**src/rtl/ram2_arbiter.sv**
```systemverilog
// ram2_arbiter: shares the ram2 scratch RAM between two Avalon-MM masters.
// Per-cycle round-robin grant, waitrequest back-pressure, and per-port
// readdatavalid generated by a shift register matching the RAM read latency.
module ram2_arbiter #(
  parameter int ADDR_W = 5,
  parameter int DATA_W = 32,
  parameter int RD_LAT = 2
) (
  input  logic              clk,
  input  logic              rst,
  // master 0 (JTAG-to-Avalon)
  input  logic [31:0]       m0_address,
  input  logic              m0_read,
  input  logic              m0_write,
  input  logic [DATA_W-1:0] m0_writedata,
  output logic              m0_waitrequest,
  output logic [DATA_W-1:0] m0_readdata,
  output logic              m0_readdatavalid,
  // master 1 (regfile-driven control)
  input  logic [31:0]       m1_address,
  input  logic              m1_read,
  input  logic              m1_write,
  input  logic [DATA_W-1:0] m1_writedata,
  output logic              m1_waitrequest,
  output logic [DATA_W-1:0] m1_readdata,
  output logic              m1_readdatavalid,
  // shared RAM side
  output logic [ADDR_W-1:0] ram_address,
  output logic [DATA_W-1:0] ram_data,
  output logic              ram_wren,
  input  logic [DATA_W-1:0] ram_q
);

  // Per-port request vectors, index 0 = m0, index 1 = m1.
  logic [1:0] read_vec;
  logic [1:0] write_vec;
  logic [1:0] req_vec;
  logic [1:0] grant;
  logic [1:0] rd_load;
  logic [1:0] rd_valid;

  // Port that most recently won; 1 out of reset so m0 wins first contention.
  logic last_grant_reg;
  logic last_grant_next;

  // Select for the shared address/data mux.
  logic sel;

  // Byte-address bits outside the word index are deliberately ignored.
  logic unused_addr_bits;

  assign read_vec  = {m1_read, m0_read};
  assign write_vec = {m1_write, m0_write};
  assign req_vec   = read_vec | write_vec;

  assign unused_addr_bits = ^{m0_address[31:ADDR_W+2], m0_address[1:0],
                              m1_address[31:ADDR_W+2], m1_address[1:0]};

  // Round-robin grant; nothing is granted while reset is held.
  always_comb begin
    grant = 2'b00;
    if (!rst) begin
      unique case (req_vec)
        2'b01:   grant = 2'b01;
        2'b10:   grant = 2'b10;
        2'b11:   grant = last_grant_reg ? 2'b01 : 2'b10;
        default: grant = 2'b00;
      endcase
    end
  end

  // Remember the granted port; hold when no access is granted.
  always_comb begin
    last_grant_next = last_grant_reg;
    if (grant[0]) begin
      last_grant_next = 1'b0;
    end else if (grant[1]) begin
      last_grant_next = 1'b1;
    end
  end

  // last_grant state register.
  always_ff @(posedge clk or posedge rst) begin
    if (rst) begin
      last_grant_reg <= 1'b1;
    end else begin
      last_grant_reg <= last_grant_next;
    end
  end

  // Granted port drives the RAM; with no grant the last winner keeps the mux.
  always_comb begin
    sel = last_grant_reg;
    if (grant[1]) begin
      sel = 1'b1;
    end else if (grant[0]) begin
      sel = 1'b0;
    end
  end

  assign ram_address = sel ? m1_address[ADDR_W+1:2] : m0_address[ADDR_W+1:2];
  assign ram_data    = sel ? m1_writedata : m0_writedata;
  assign ram_wren    = |(grant & write_vec);

  assign m0_waitrequest = req_vec[0] & ~grant[0];
  assign m1_waitrequest = req_vec[1] & ~grant[1];

  // Read data goes to both ports; readdatavalid tells each master it is theirs.
  assign m0_readdata = ram_q;
  assign m1_readdata = ram_q;

  // A simultaneous read+write is treated as a write only: no read is tracked.
  assign rd_load = grant & read_vec & ~write_vec;

  generate
    for (genvar gi = 0; gi < 2; gi++) begin : g_rd_track
      logic [RD_LAT-1:0] rd_pipe_reg;
      logic [RD_LAT-1:0] rd_pipe_next;

      if (RD_LAT == 1) begin : g_lat1
        // Single-stage latency: the load bit is the whole pipeline.
        always_comb begin
          rd_pipe_next = rd_load[gi];
        end
      end else begin : g_latn
        // Shift accepted reads toward the valid stage in acceptance order.
        always_comb begin
          rd_pipe_next = {rd_pipe_reg[RD_LAT-2:0], rd_load[gi]};
        end
      end

      // Read-tracking shift register; reset discards in-flight reads.
      always_ff @(posedge clk or posedge rst) begin
        if (rst) begin
          rd_pipe_reg <= '0;
        end else begin
          rd_pipe_reg <= rd_pipe_next;
        end
      end

      assign rd_valid[gi] = rd_pipe_reg[RD_LAT-1];
    end
  endgenerate

  assign m0_readdatavalid = rd_valid[0];
  assign m1_readdatavalid = rd_valid[1];

endmodule

```
**config.mk**
```make
export PLATFORM = sky130hd
export DESIGN_NAME = ram2_arbiter
export DESIGN_NICKNAME = d
export VERILOG_FILES = /design/src/rtl/ram2_arbiter.sv
export SDC_FILE = /design/constraint.sdc
export NUM_CORES = 1
export LEC_CHECK = 0
export ABC_AREA = 1
export CAP_MARGIN = 40
export CORE_AREA = 2 2 106 108
export CTS_CLUSTER_DIAMETER = 30
export DETAILED_ROUTE_END_ITERATION = 10
export DIE_AREA = 0 0 108 110
export GPL_ROUTABILITY_DRIVEN = 0
export PLACE_DENSITY_LB_ADDON = 0.08
export SLEW_MARGIN = 20
export SYNTH_ARGS = -nofsm -noshare
export SYNTH_HDL_FRONTEND = slang
export SYNTH_SLANG_ARGS = --single-unit
```
**constraint.sdc**
```tcl
create_clock -name clk -period 1.6 [get_ports clk]
set_input_delay 0.24 -clock clk [delete_from_list [all_inputs] [get_ports clk]]
set_output_delay 0.24 -clock clk [all_outputs]
set_load 0.01 [all_outputs]
```
==> results.cfg <==
[timing]
tightest_slew_ps = 285
hold_violations = 0
min_period_ps = 1790
fmax_mhz = 559
period_share = 1.12
max_slew_margin = 0.809
setup_viol = 37
rsz0062_at_grt = yes
finalWorstSetupSlack_ps = -189
drv_slew = 0
fin_skew_ps = 3.93

[clocking]
cts_tree = done
ctsLongestPathBuffers = 2
cts-root-buf = clkbuf_8
clk_pin_slew_ps = 40
htree_num_levels = 1
insertion_delay_ps = 220
cts_made_buffers = 3
clock_sinks = 5

[layout]
syn_to_final_growth_pct = 115
fin_nets = 468
design_area_mm2 = 0.00286
largest_reg_flops = 4
layout-drive-gt1-share = 0.465
finalNonFillerCells = 441
fill_cells = 1197
diodes = 0

[hold_path]
hp-class = in -> async

[grt]
antenna_found_initial = 0
grtUsageTotal = 0.104
grt_pass1_vias = 1568
grt_overflow = 0
grt_max_degree = 19
grt_first_pass_wirelength_um = 9130

[yosys]
synth_xor_area_frac = 0
ys_top_cells_by_area = buf_4 38%, nand2_1 19%, nand3_1 14%
synthesis.instances = 213
synth-simple-area-share = 0.418
synth_ff_type = dfrtp_1
synth_cell_types = 20
ys_ff_latch = 5
synth_common_cells = 68 x buf_4, 66 x nand2_1, 37 x nand3_1, 13 x nand2_2, 6 x buf_6
synth-seq-area-share = 0.0950
synth-edff-count = 0
synth_fa_ha_area_frac = 0
async_reset_ff_frac = 1.00
post-synth-top-area-fraction = 0.384
yosysMostFrequentCell = buf_4
synth-compound-area-share = 0.0198
ys.warnings.count = 0
synth.largest_area_cell = buf_4
synth_area_per_cell_um2 = 6.24
synth_area_mm2 = 0.00133
muxShareOfSynthArea = 0
synth_top_family_by_area = buffers and inverters
syn-num-nets = 379

[placed_design]
dpl-instance-area_mm2 = 0.00224
dp_cells = 408
port_buffers = 121
pre_cts_ws_ps = -626
dpl.hpwl_um = 3730

[critical_path]
worst_setup_path_start_kind = flip-flop
crit_arrival_ps = 1550
worst-setup-path-type = reg -> out
crit_top_cell = buf_12
timing.rr.start = last_grant_reg
reg2reg_to = last_grant_reg
worstPathCellList = inv_2, nand3_4, buf_8, buf_12, buf_12, buf_16, nand3_2, nand2_1, buf_2
cp_slowest_cell = dfstp_2
cp-end-kind = output pin
rrSetupSlack_ps = 320
crit_path_max_fanout = 5
slowest_delay_ps = 530
crit_start = last_grant_reg
worstSetupEndpoint = ram_data[8]
reg2reg_depth = 7
required_ps = 1360

[die]
die_h_um = 110
num_rows = 38
ioPinCount = 272
dieArea_mm2 = 0.0119
core_mm2 = 0.0107
start_util = 0.124
die_x_um = 108

[power_and_ir_drop]
p_total_mw = 1.99
power.density_mw_per_mm2 = 694
ir_worst_vdd_uv = 324
leakagePower_nw = 1.38

[status]
violations = setup timing
status = finished with violations

[route]
drcViolationCount = 0
first_pass_iters = 4
ant_nets = 0
routedWlPerCell_um = 14.9
wirelength_um = 6580
drt_iter0_drc = 60
viasPerCell = 3.66
dr_total_vias = 1612

[flow_run]
drv_cap = 0
metal layers:
metal	track usage	up-vias	wire length, um
met5	0	-	0
met4	0.0321	0	123
met3	0.0194	18	646
met2	0.182	87	3000
met1	0.129	715	2810
li1	-	792	-
cells by family after synthesis:
| kind of cell | after synthesis |
|---|---|
| AO/OA/AOI/OAI | 4 |
| flip-flops | 5 |
| buffers and inverters | 81 |
| AND/OR/NAND/NOR | 123 |
cell type report:
type	instances	area (um^2)	area share
tap	140	175	0.0612
sequential	5	126	0.0441
multi-input combinational	127	798	0.279
clock buffer	3	41.3	0.0144
timing repair buffer	160	1700	0.593
clock inverter	1	5.00	0.00175
inverter	5	18.8	0.00655
power by group:
part / switching (mW) / internal (mW)
logic: 0.704 / 0.907
registers: 0.00442 / 0.140
clock network: 0.0637 / 0.167
cells in the final DEF, fill, tap and decap left out, drive strengths merged:
cell type / instances
buf: 78
a21oi: 1
dfrtp: 4
inv: 5
and2: 1
dlygate4sd2: 5
o211ai: 1
nand3: 38
nand2: 79
clkbuf: 4
clkinv: 1
nor3: 1
clkdlybuf4s50: 76
nand4: 2
nor2: 2
dfstp: 1
o21ai: 2
worst min-delay path by stage:
stage | from | end | slack [ps] | cells past startpoint
floorplan | rst | g_rd_track[0].rd_pipe_reg[0] | 30 | 1
global placement | g_rd_track[1].rd_pipe_reg[0] | g_rd_track[1].rd_pipe_reg[1] | 330 | 0
detailed placement | g_rd_track[1].rd_pipe_reg[0] | g_rd_track[1].rd_pipe_reg[1] | 340 | 0
CTS | rst | g_rd_track[0].rd_pipe_reg[0] | 210 | 3
global route | rst | g_rd_track[1].rd_pipe_reg[1] | 220 | 3
finish | rst | g_rd_track[0].rd_pipe_reg[0] | 200 | 3
per-stage QoR:
step | setup TNS [ps] | hold WS (ps) | util
after floorplan | 0 | 29.5 | -
after global placement | -22980 | 334 | 0.209
after detailed placement | -22850 | 343 | 0.209
final | -5540 | 198 | 0.268
after global routing | -7960 | 223 | 0.268
after CTS | -6830 | 208 | 0.265
what timing repair did:
action | CTS | global route
setup endpoints to repair | 40 | 40
buffers inserted | 21 | 1
gates cloned | 11 | 0
resized for setup | 223 | 27
pin swaps | 56 | 16
hold buffers | 0 | 0
critical path: cells and delay by family, from the launching register on:
family	cells	cell delay (ps)
flops	1	530
buf+inv	6	620
simple gates	3	180
(Power assumes the default switching activity.)
